===== config.mk =====
export PLATFORM = sky130hd
export DESIGN_NAME = cmd_cfg_multi_flat
export DESIGN_NICKNAME = d
export VERILOG_FILES = /design/src/rtl/cmd_cfg_pkg.sv /design/src/rtl/cmd_cfg_multi_if.sv /design/src/rtl/cmd_cfg_multi_wdog_timer.sv /design/src/rtl/cmd_cfg_multi.sv /design/src/flat_wrapper.sv
export SDC_FILE = /design/constraint.sdc
export NUM_CORES = 1
export LEC_CHECK = 0
export ABC_AREA = 1
export CORE_UTILIZATION = 49
export CTS_CLUSTER_DIAMETER = 80
export DETAILED_ROUTE_END_ITERATION = 6
export HOLD_SLACK_MARGIN = 0.06
export PLACE_DENSITY = 0.8
export SYNTH_ARGS = -nofsm -noshare
export SYNTH_HDL_FRONTEND = slang
export SYNTH_SLANG_ARGS = --single-unit

===== constraint.sdc =====
create_clock -name clk -period 2 [get_ports clk]
set_input_delay 0.4 -clock clk [delete_from_list [all_inputs] [get_ports clk]]
set_output_delay 0.4 -clock clk [all_outputs]
set_load 0.005 [all_outputs]

===== src/rtl/cmd_cfg_pkg.sv =====
// cmd_cfg_pkg: opcodes, response codes and FSM states for the command/config block
package cmd_cfg_pkg;
  localparam logic [7:0] OP_SP_LAST  = 8'h3F;
  localparam logic [7:0] OP_CAL      = 8'h40;
  localparam logic [7:0] OP_EMER     = 8'h41;
  localparam logic [7:0] OP_MTRS_OFF = 8'h42;
  localparam logic [7:0] RESP_ACK    = 8'hA5;
  localparam logic [7:0] RESP_NAK    = 8'h5A;
  typedef enum logic [1:0] {IDLE, CAL_WAIT, RESP, WAIT_SENT} state_t;
  function automatic logic is_set(input logic [7:0] c, input int n);
    return c <= OP_SP_LAST && int'(c) < n;
  endfunction
endpackage


===== src/rtl/cmd_cfg_multi_if.sv =====
// cmd_cfg_multi_if: command packet and response handshake between UART side and config block
interface cmd_cfg_multi_if #(parameter int DATA_W = 16);
  logic              cmd_rdy;
  logic              clr_cmd_rdy;
  logic [7:0]        cmd;
  logic [DATA_W-1:0] data;
  logic [7:0]        resp;
  logic              send_resp;
  logic              resp_sent;
  modport master(output cmd_rdy, cmd, data, resp_sent, input clr_cmd_rdy, resp, send_resp);
  modport slave(input cmd_rdy, cmd, data, resp_sent, output clr_cmd_rdy, resp, send_resp);
endinterface


===== src/rtl/cmd_cfg_multi_wdog_timer.sv =====
// wdog_timer: saturating link-loss counter emitting a one-cycle trip pulse at timeout
module wdog_timer #(
  parameter int TMO_CYC = 2**20
) (
  input  logic clk,
  input  logic rst,
  input  logic clr,
  input  logic en,
  output logic trip
);
  localparam int W = $clog2(TMO_CYC + 1);
  logic [W-1:0] cnt;
  // Trip on the edge where the count would reach TMO_CYC; a clear in that cycle wins.
  assign trip = en && !clr && cnt == W'(TMO_CYC - 1);
  always_ff @(posedge clk)
    cnt <= (rst || clr || trip) ? '0 : (!en || cnt == W'(TMO_CYC)) ? cnt : cnt + 1'b1;
endmodule


===== src/rtl/cmd_cfg_multi.sv =====
// cmd_cfg_multi: executes command packets, manages setpoints, calibration handshake and link watchdog
module cmd_cfg_multi
  import cmd_cfg_pkg::*;
#(
  parameter int DATA_W  = 16,
  parameter int NUM_SP  = 4,
  parameter int TMO_CYC = 2**20
) (
  input  logic                     clk,
  input  logic                     rst,
  cmd_cfg_multi_if.slave           bus,
  output logic [NUM_SP*DATA_W-1:0] sp,
  output logic                     strt_cal,
  output logic                     inertial_cal,
  input  logic                     cal_done,
  output logic                     motors_off,
  output logic                     wdog_trip
);
  state_t state, nxt;
  logic acc, known, cal_fin, trip, zero;
  assign acc     = state == IDLE && bus.cmd_rdy;
  assign cal_fin = state == CAL_WAIT && cal_done;
  assign known   = is_set(bus.cmd, NUM_SP) || bus.cmd == OP_EMER || bus.cmd == OP_MTRS_OFF;
  assign zero    = trip || (acc && bus.cmd == OP_EMER);
  assign bus.clr_cmd_rdy = acc;
  assign bus.send_resp   = state == RESP;
  assign inertial_cal    = state == CAL_WAIT;
  always_comb begin
    nxt = state;
    case (state)
      IDLE:      nxt = acc ? (bus.cmd == OP_CAL ? CAL_WAIT : RESP) : IDLE;
      CAL_WAIT:  nxt = cal_done ? RESP : CAL_WAIT;
      RESP:      nxt = WAIT_SENT;
      WAIT_SENT: nxt = bus.resp_sent ? IDLE : WAIT_SENT;
      default:   nxt = IDLE;
    endcase
  end
  always_ff @(posedge clk)
    if (rst) begin
      state      <= IDLE;
      bus.resp   <= '0;
      strt_cal   <= 1'b0;
      motors_off <= 1'b1;
      wdog_trip  <= 1'b0;
    end else begin
      state      <= nxt;
      strt_cal   <= acc && bus.cmd == OP_CAL;
      bus.resp   <= (acc && bus.cmd != OP_CAL) ? (known ? RESP_ACK : RESP_NAK) : cal_fin ? RESP_ACK : bus.resp;
      motors_off <= (trip || (acc && (bus.cmd == OP_EMER || bus.cmd == OP_MTRS_OFF))) ? 1'b1 : cal_fin ? 1'b0 : motors_off;
      wdog_trip  <= trip ? 1'b1 : cal_fin ? 1'b0 : wdog_trip;
    end
  for (genvar k = 0; k < NUM_SP; k++) begin : g_sp
    logic [DATA_W-1:0] r;
    always_ff @(posedge clk)
      r <= (rst || zero) ? '0 : (acc && bus.cmd == 8'(k)) ? bus.data : r;
    assign sp[k*DATA_W +: DATA_W] = r;
  end
  wdog_timer #(.TMO_CYC(TMO_CYC)) u_wdog (
    .clk (clk),
    .rst (rst),
    .clr (acc || motors_off || state != IDLE),
    .en  (1'b1),
    .trip(trip)
  );
endmodule


===== src/flat_wrapper.sv =====
// flat-port wrapper written by rule: the top's interface ports become plain ports
module cmd_cfg_multi_flat import cmd_cfg_pkg::*;
#(
  parameter int DATA_W  = 16,
  parameter int NUM_SP  = 4,
  parameter int TMO_CYC = 2**20
)
  (clk, rst, sp, strt_cal, inertial_cal, cal_done, motors_off, wdog_trip, bus_cmd_rdy, bus_cmd, bus_data, bus_resp_sent, bus_clr_cmd_rdy, bus_resp, bus_send_resp);
  cmd_cfg_multi_if #(.DATA_W(DATA_W)) bus_i ();
  input  logic clk;
  input  logic rst;
  output logic [NUM_SP*DATA_W-1:0] sp;
  output logic strt_cal;
  output logic inertial_cal;
  input  logic cal_done;
  output logic motors_off;
  output logic wdog_trip;
  input wire logic [$bits(bus_i.cmd_rdy)-1:0] bus_cmd_rdy;
  input wire logic [$bits(bus_i.cmd)-1:0] bus_cmd;
  input wire logic [$bits(bus_i.data)-1:0] bus_data;
  input wire logic [$bits(bus_i.resp_sent)-1:0] bus_resp_sent;
  output wire logic [$bits(bus_i.clr_cmd_rdy)-1:0] bus_clr_cmd_rdy;
  output wire logic [$bits(bus_i.resp)-1:0] bus_resp;
  output wire logic [$bits(bus_i.send_resp)-1:0] bus_send_resp;
  assign bus_i.cmd_rdy = bus_cmd_rdy;
  assign bus_i.cmd = bus_cmd;
  assign bus_i.data = bus_data;
  assign bus_i.resp_sent = bus_resp_sent;
  assign bus_clr_cmd_rdy = bus_i.clr_cmd_rdy;
  assign bus_resp = bus_i.resp;
  assign bus_send_resp = bus_i.send_resp;
  cmd_cfg_multi #(.DATA_W(DATA_W), .NUM_SP(NUM_SP), .TMO_CYC(TMO_CYC)) u_core (.clk(clk), .rst(rst), .bus(bus_i), .sp(sp), .strt_cal(strt_cal), .inertial_cal(inertial_cal), .cal_done(cal_done), .motors_off(motors_off), .wdog_trip(wdog_trip));
endmodule

* Yosys cells after proc, flatten, opt, wreduce, memory -nomap -nowiden
Cells that the tools add are included.
W data, S select, Z words.
** Storage, ports and cells
- Output and inout port bits :: 78
- Bits in registers :: 98
- Input bits :: 29
- Logic and storage cells :: 64
** Cells by class
- Muxes and demuxes :: 10
- Eq/ne operators :: 12
- Add/subtract/negate cells :: 1
- Reduce and logical (&&, ||, !) cells :: 29
- $lt $le $gt $ge :: 2
** Operators by type and width (count)
- $eq A8 B7 Y1 const B :: 3
- $mux W8 :: 3
- $add A21 B1 Y21 const B :: 1
- $eq A21 B20 Y1 const B :: 1
- $eq A21 B21 Y1 const B :: 1
- $eq A8 B2 Y1 const B :: 2
- $logic_and A1 B1 Y1 :: 12
- $logic_or A1 B1 Y1 :: 10
- $eq A8 B1 Y1 const B :: 1
- $le A8 B6 Y1 const B :: 1
- $logic_not A8 Y1 :: 1
- $lt A8 B3 Y1 const B :: 1
- $mux W2 :: 4
- $ne A8 B7 Y1 const B :: 1
- $pmux W2 S4 :: 1
- $reduce_bool A2 Y1 :: 3
- $eq A2 B2 Y1 const B :: 2
- $eq A2 B1 Y1 const B :: 1
- $logic_not A2 Y1 :: 1
- $mux W1 :: 2
- $reduce_or A2 Y1 :: 1
- $logic_not A1 Y1 :: 1

* Logic depth before layout (Yosys ltp)
Gate-level depths: netlist (run 1).
- Depth in word-level cells :: 8
- Gate-level depth with buffers :: 9
- Mapped depth without buffers :: 9

* By module
From an unflattened synthesis (run 1), not the netlist that was laid out.
** Unflattened totals
- Cells, all modules :: 586
- Area, all modules :: 4229.1 µm²
** By module, submodules not included
- cmd_cfg_multi :: sequential area each 1421.4 µm², instances 1, area each 2788.9 µm², cells an instance 361
- wdog_timer :: sequential area each 420.4 µm², instances 1, area each 1440.1 µm², cells an instance 225

* Worst setup path after synthesis (run 1)
No wires, ideal clock.
- Path kind :: reg2reg
- From :: register u_core.u_wdog.cnt[1]
- To :: register u_core.g_sp[0].r[10]
- Stages on the path, launching flop included :: 10
- Clock period less this slack :: 1.532 ns
- Setup slack :: 0.468 ns
- Buffers on the path :: 1
- Data required time :: 1.889 ns
- Library setup time :: 0.111 ns
- Arrival :: 1.421 ns
- Path through :: dfxtp_1 ha_1 nand2_1 nor2_1 nand2_1 nor2_4 nand3_4 nand3_4 buf_6 nor2_1
** On the way
- Cells in the longest elaborated chain, start to end :: 4
** RTL lines
- from (decl) :: RTL line cmd_cfg_multi_wdog_timer.sv:12 : logic [W-1:0] cnt;
- from (signal assigned) :: RTL line cmd_cfg_multi_wdog_timer.sv:16 : cnt <= (rst || clr || trip) ? '0 : (!en || cnt == W'(TMO_CYC)) ? cnt : cnt + 1'b1;
- $eq A21 B20 Y1 :: RTL line cmd_cfg_multi_wdog_timer.sv:14 : assign trip = en && !clr && cnt == W'(TMO_CYC - 1);
- $logic_and A1 B1 Y1 :: RTL line cmd_cfg_multi_wdog_timer.sv:14
- $logic_or A1 B1 Y1 :: RTL line cmd_cfg_multi.sv:24 : assign zero = trip || (acc && bus.cmd == OP_EMER);
- $logic_or A1 B1 Y1 :: RTL line cmd_cfg_multi.sv:55 : r <= (rst || zero) ? '0 : (acc && bus.cmd == 8'(k)) ? bus.data : r;
- to (signal assigned) :: RTL line cmd_cfg_multi.sv:55
- to (decl) :: RTL line cmd_cfg_multi.sv:53 : logic [DATA_W-1:0] r;
No other way between the ends.
A chain may end at the register's enable or synchronous reset.

* Final worst setup path (run 1)
- From :: register u_core.state[1]
- To :: output bus_clr_cmd_rdy
** On the way
- Cells in the longest elaborated chain, start to end :: 2
** RTL lines
- from (decl) :: RTL line cmd_cfg_multi.sv:19 : state_t state, nxt;
- from (signal assigned) :: RTL line cmd_cfg_multi.sv:46 : state <= nxt;
- $logic_not A2 Y1 :: RTL line cmd_cfg_multi.sv:21 : assign acc = state == IDLE && bus.cmd_rdy;
- $logic_and A1 B1 Y1 :: RTL line cmd_cfg_multi.sv:21
- to (decl) :: RTL line flat_wrapper.sv:22 : output wire logic [$bits(bus_i.clr_cmd_rdy)-1:0] bus_clr_cmd_rdy;
No other way between the ends.

==> reports/results.ini, run 1 <==
[critical_path]
cp_data_arrival_time_ns=1.46
reg2reg_depth=9
criticalPathCategory=register to output port
required_ns=1.60
rr_endpoint=u_core.u_wdog.cnt[19]$_SDFFE_PP0P_
crit_path_start=u_core.state[1]$_SDFF_PP0_
worstSetupStartpointType=register
reg2reg_slack_ns=0.29
endpoint_kind=output port
worstPathMaxFanout=4
r2r_start=u_core.u_wdog.cnt[1]$_SDFFE_PP0P_

[yosys]
synth_area_leader_cell=dfxtp_1
synth_area_mm2=0.004279
yosysWarningCount=0
netlist_top_cells_area=dfxtp_1 (43%), nand2_1 (12%), nor2_1 (10%), inv_1 (10%), o21ai_0 (6.1%)
synth_flop_cell=dfxtp_1
ys_seq_area_share_pct=43.04
async_flop_share_pct=0
synth_nets=667
synth.distinct_cells=29
synth_seq_cells=92
yosysMostFrequentCell=nand2_1
synth-edff-count=0
synth.top_cells.by_count=nand2_1 (135), nor2_1 (119), inv_1 (115)
synth_top_area_share_pct=43.04
synthCells=636
synth_area_per_cell_um2=6.728

[hold_path]
worstHoldStart=u_core.u_wdog.cnt[13]$_SDFFE_PP0P_
hold_path.class=register to register
worst_hold_path.endpoint=u_core.u_wdog.cnt[13]$_SDFFE_PP0P_
holdPathStages=2

[timing]
slew_headroom_pct=76.09
fin_skew_ns=0.01560
rsz0062_at_grt=false
finalCritPeriodShare_pct=93.03
max_freq_ghz=0.5374
worst_pin_slew_ns=0.3560
slew_violations=0
setup_violations=0
period_needed_ns=1.861
final_hold_viol_count=0

[pwr]
p_sw_uw=866.9
p_total_uw=3327
seq_power_share_pct=55.8
peakVddDrop_v=0.0003985
combPwrFrac_pct=7.6
p_per_area_mw_per_mm2=586.8
switching_share_pct=26.06
p_int_uw=2460
p_clk_share_pct=36.6
p_leak_uw=0.002091

[die]
die_w_um=95.45
start_util_pct=51.31
core_mm2=0.008341
rows=33
num_io_pins=107
die-area_mm2=0.009111
die_y_um=95.45

[cts]
cts-root-buf=clkbuf_8
cts_max_level=3
cts_buffer_depth=2
cts_num_sinks=92
ctsHoldBuffers=0
tritoncts=done
cts_buffers=9
cts.reportedPaths.clkPinSlew_ns=0.10
clk_latency_ns=0.37

[route]
wirelength_mm=10.87
drtAntennaViolNets=0
routedWlPerCell_um=12.75
drt_iter0_drc=144
first_pass_iters=4
drc=0
vias_per_cell=4.890
vias=4171

[layout]
seq_area_mm2=0.001842
fin_nets=774
area_delta_synth_final_pct=32.49
postLayoutCoreUtil_pct=67.97
fillers=720
multi_input_area_mm2=0.001812
final_layout_size_suffix_gt1_share_pct=7.620
num_antenna_cells=0

[grt]
grt_overflow_total=0
grt_pass1_wl_mm=17.75
grt_max_degree=33
grt_usage_pct=25.08
grt_pass1_vias=3937
antenna_found_initial=0

[placed_design]
place.gp.congestion=0.8651
dp_hpwl_mm=8.202
portBuffers=106

[flow_run]
maxCapViolCount=0

[outcome]
run_status=completed

==> power by group through the flow <==
| stage | Clock, uW | Combinational [uW] | Sequential (uW) |
|---|---|---|---|
| floorplan | 0 | 124 | 1900 |
| global placement | 0 | 249 | 1900 |
| detailed placement | 0 | 254 | 1900 |
| CTS | 1240 | 255 | 1860 |
| global route | 1330 | 274 | 1860 |
| finish | 1220 | 253 | 1850 |
==> worst max path at each step <==
stage | cells after the start | end
3_5_place_dp | 9 | u_core.g_sp[0].r[11]$_SDFFE_PP0P_
6_report | 4 | bus_clr_cmd_rdy
3_3_place_gp | 4 | bus_clr_cmd_rdy
2_1_floorplan | 9 | u_core.g_sp[0].r[10]$_SDFFE_PP0P_
4_1_cts | 4 | bus_clr_cmd_rdy
5_1_grt | 3 | inertial_cal
==> routing by layer <==
metal | GRT usage, % | part of all wire (%)
met5 | 0 | 0
met4 | 10.82 | 3.0
met3 | 7.576 | 5.8
met2 | 44.23 | 50
met1 | 27.75 | 41
==> kinds of logic after synthesis <==
| logic type | after synthesis | synth area share, % |
|---|---|---|
| buffers and inverters | 143 | 14.62 |
| and+or+nand+nor | 309 | 30.79 |
| AOI/OAI and AO/OA | 85 | 9.942 |
| DFF | 92 | 43.04 |
| xor gates and xnor gates | 5 | 1.023 |
| adders and majority gates | 2 | 0.5847 |
==> through the flow <==
stage | hold slack (ns) | cell area, um^2 | TNS, ns | cells | setup slack, ns
final | 0.5255 | 5669 | 0 | 853 | 0.1393
after floorplan | 0.4583 | 4279 | 0 | 636 | 0.4679
after global placement | 0.4872 | 5477 | 0 | 837 | 0.02391
after detailed placement | 0.5133 | 5477 | -0.2250 | 837 | -0.07541
after CTS | 0.5267 | 5669 | 0 | 853 | 0.1217
after global routing | 0.5407 | 5669 | 0 | 853 | 0.05572
==> area by class of cell <==
cell class / instances / share of cell area (%)
clock buffer: 9 / 2.185
inverter: 118 / 7.813
clock inverter: 7 / 1.236
sequential: 92 / 32.49
tap: 105 / 2.317
timing repair buffer: 121 / 22.00
multi-input combinational: 401 / 31.96
==> cell usage in the layout (no fill, tap or decap), drive strengths merged, types with 2 or more instances in the layout <==
cell / Yosys / final
a21oi: 15 / 15
buf: 17 / 15
clkbuf: 8 / 9
clkdlybuf4s50: 0 / 105
clkinv: 0 / 3
dfxtp: 92 / 92
ha: 2 / 2
inv: 118 / 121
nand2: 141 / 141
nand3: 25 / 25
nand4: 5 / 5
nor2: 130 / 130
nor3: 4 / 4
o21ai: 70 / 70
or2: 2 / 2
xor2: 4 / 4
==> worst max-delay path, stage by stage (launching register included) <==
cell and delay (ns):
dfxtp_1 0.35, inv_2 0.09, nand3_2 0.08, inv_1 0.08, clkdlybuf4s50_1 0.50
==> repair_timing <==
item | 4_1_cts | 5_1_grt
setup buffers | 0 | 0
endpoints found under the setup margin | 1 | 0
resized for setup | 1 | 0
==> registers in the layout, indices dropped and copies added, names as in the netlist <==
| name | flops |
|---|---|
| u_core.wdog_trip | 1 |
| u_core.state | 2 |
| u_core.strt_cal | 1 |
| u_core.motors_off | 1 |
| u_core.bus.resp | 2 |
| u_core.g_sp.r | 64 |
| u_core.u_wdog.cnt | 21 |
No activity file was read; power rests on OpenSTA's default activity.
==> run 2: changes to the inputs <==
Settings changed: SYNTH_HIERARCHICAL set to 1.
==> reports/results.ini, run 2 <==
[outcome]
run_status=finished, violations left
violations=negative setup slack

[hold_path]
holdPathStages=2
worst_hold_path.endpoint=u_core/g_sp[3].r[10]$_SDFFE_PP0P_
hold_path.class=register to register
worstHoldStart=u_core/g_sp[3].r[10]$_SDFFE_PP0P_

[cts]
cts_max_level=3
cts-root-buf=clkbuf_8
clk_latency_ns=0.36
cts_buffers=9
tritoncts=done
cts_num_sinks=92
ctsHoldBuffers=0
cts_buffer_depth=2
cts.reportedPaths.clkPinSlew_ns=0.10

[layout]
stdcell_count=819
fillers=638
num_antenna_cells=0
fin_nets=740
final_common_cell=nand2_1
largestRegisters=u_core/g_sp.r: 64 flops, u_core/u_wdog/cnt: 21 flops
final_layout_size_suffix_gt1_share_pct=14.85
layout_common_cells=nand2_1 (199), clkdlybuf4s50_1 (105), dfxtp_1 (87)
fin_area_mm2=0.005901
largest_register_ffs=64
area_delta_synth_final_pct=39.53
regMostFlops=u_core/g_sp.r

[yosys]
synth_seq_cells=92
synth.distinct_cells=34
synthCells=586
synth_area_per_cell_um2=7.217
synth_flop_cell=dfxtp_1
synth-edff-count=0
ys_seq_area_share_pct=43.55
synth_top_area_share_pct=43.55
yosysMostFrequentCell=nand2_1
synth_area_mm2=0.004229
yosysWarningCount=6
netlist_top_cells_area=dfxtp_1 (44%), nand2_1 (18%), a21oi_1 (8.3%), nor2_1 (5.3%), nand3_1 (3.9%)
synth.top_cells.by_count=nand2_1 (200), dfxtp_1 (92), a21oi_1 (70)
synth_area_leader_cell=dfxtp_1
async_flop_share_pct=0

[grt]
grt_pass1_vias=3683
grt_overflow_total=0
grt_max_degree=35
antenna_found_initial=0
grt_usage_pct=24.80
grt_pass1_wl_mm=17.46

[pwr]
p_clk_share_pct=35.1
seq_power_share_pct=54.9
switching_share_pct=26.46
p_per_area_mw_per_mm2=571.9
p_total_uw=3374
p_sw_uw=892.8
peakVddDrop_v=0.0003990
combPwrFrac_pct=10.0
p_leak_uw=0.002152
p_int_uw=2482

[die]
start_util_pct=50.96
die_w_um=94.90
rows=33
core_mm2=0.008299
num_io_pins=107
die-area_mm2=0.009006
die_y_um=94.90

[timing]
setup_violations=2
period_needed_ns=2.001
max_freq_ghz=0.4996
finalCritPeriodShare_pct=100.1
slew_violations=0
rsz0062_at_grt=true
fin_skew_ns=0.008808
setup_slack_ns=-0.001460
final_hold_viol_count=0

[critical_path]
required_ns=2.25
worstPathMaxFanout=7
rr_endpoint=u_core/g_sp[2].r[2]$_SDFFE_PP0P_
worstSetupStartpointType=register
endpoint_kind=register
reg2reg_depth=11
r2r_start=u_core/u_wdog/cnt[1]$_SDFFE_PP0N_
crit_path_start=u_core/u_wdog/cnt[1]$_SDFFE_PP0N_
cp_data_arrival_time_ns=2.25
criticalPathCategory=register to register
reg2reg_slack_ns=-0.001

[route]
wirelength_mm=12.24
drt_iter0_drc=419
first_pass_iters=5
vias_per_cell=5.319
drc=0
drtAntennaViolNets=0
routedWlPerCell_um=14.94
vias=4356

[placed_design]
place.gp.congestion=0.8596
post-place-cells=791
dp_hpwl_mm=8.252
placed_cell_area_mm2=0.005418
pre_cts_slack_ns=-0.1179
portBuffers=106

[flow_run]
maxCapViolCount=0

==> run 2: layout make-up <==
class	count	area [um^2]	area share, %
inverters	47	178.9	3.032
multi-input cells	424	2128	36.07
clock inverters	7	58.81	0.9966
flip-flops and latches	92	1853	31.40
well taps	105	131.4	2.226
repair buffers	135	1426	24.17
clock buffers	9	123.9	2.099
==> run 2: cell families after synthesis <==
logic type / after synthesis / synth area share, %
AO/OA/AOI/OAI: 85 / 11.07
buffers and inverters: 72 / 8.787
flip-flops: 92 / 43.55
adder cells (fa/ha/maj): 2 / 0.5916
XOR/XNOR: 9 / 1.864
AND/OR/NAND/NOR: 325 / 34.05
other: 1 / 0.08867
==> run 2: worst max-delay path by stage <==
stage          slack, ns                                 to  depth (start not counted)
2_1_floorplan       0.14   u_core/g_sp[0].r[0]$_SDFFE_PP0P_                         11
3_3_place_gp       -0.01  u_core/g_sp[0].r[10]$_SDFFE_PP0P_                          8
3_5_place_dp       -0.12   u_core/g_sp[1].r[9]$_SDFFE_PP0P_                          8
4_1_cts             0.02                    bus_clr_cmd_rdy                          4
5_1_grt            -0.09  u_core/g_sp[2].r[14]$_SDFFE_PP0P_                         11
6_report          -0.001   u_core/g_sp[2].r[2]$_SDFFE_PP0P_                         11
==> run 2: power by group through the flow <==
stage	combinational (uW)	sequential (uW)	clock (uW)
2_1_floorplan	134	1890	0
3_3_place_gp	281	1900	0
3_5_place_dp	285	1900	0
4_1_cts	287	1850	1200
5_1_grt	357	1850	1280
6_report	338	1850	1190
==> run 2: layer usage <==
| metal | vias to the layer above | GRT usage, % | part of all wire, % |
|---|---|---|---|
| met3 | 24 | 3.704 | 7.8 |
| met5 | - | 0 | 0 |
| met4 | 0 | 8.838 | 1.6 |
| li1 | 2091 | - | - |
| met1 | 2027 | 33.17 | 41 |
| met2 | 214 | 40.53 | 50 |
==> run 2: repair_timing <==
item                       4_1_cts  5_1_grt
setup endpoints to repair       64       65
pin swaps                        0        6
cloned                           0        8
resized for setup                1       30
setup buffers                    0        4
==> run 2: worst max-delay path, stage by stage, from the launching register on <==
cell and delay (ns):
dfxtp_4 0.38, ha_4 0.15, nand2_4 0.05, nor2_4 0.12
nand2_2 0.09, nor2_4 0.14, nand3_2 0.09, nor4_4 0.35
nor2_4 0.09, nand2_4 0.17, clkbuf_16 0.19, a21oi_1 0.05
==> run 2: stage by stage <==
step                hold WS [ns]  util (%)  setup TNS (ns)
detailed placement        0.4530     65.28          -6.242
floorplan                 0.4556         -               0
finish                    0.4666     71.10       -0.001620
global route              0.4824     71.10          -2.968
CTS                       0.4680     67.56               0
global placement          0.4486     65.28         -0.5164
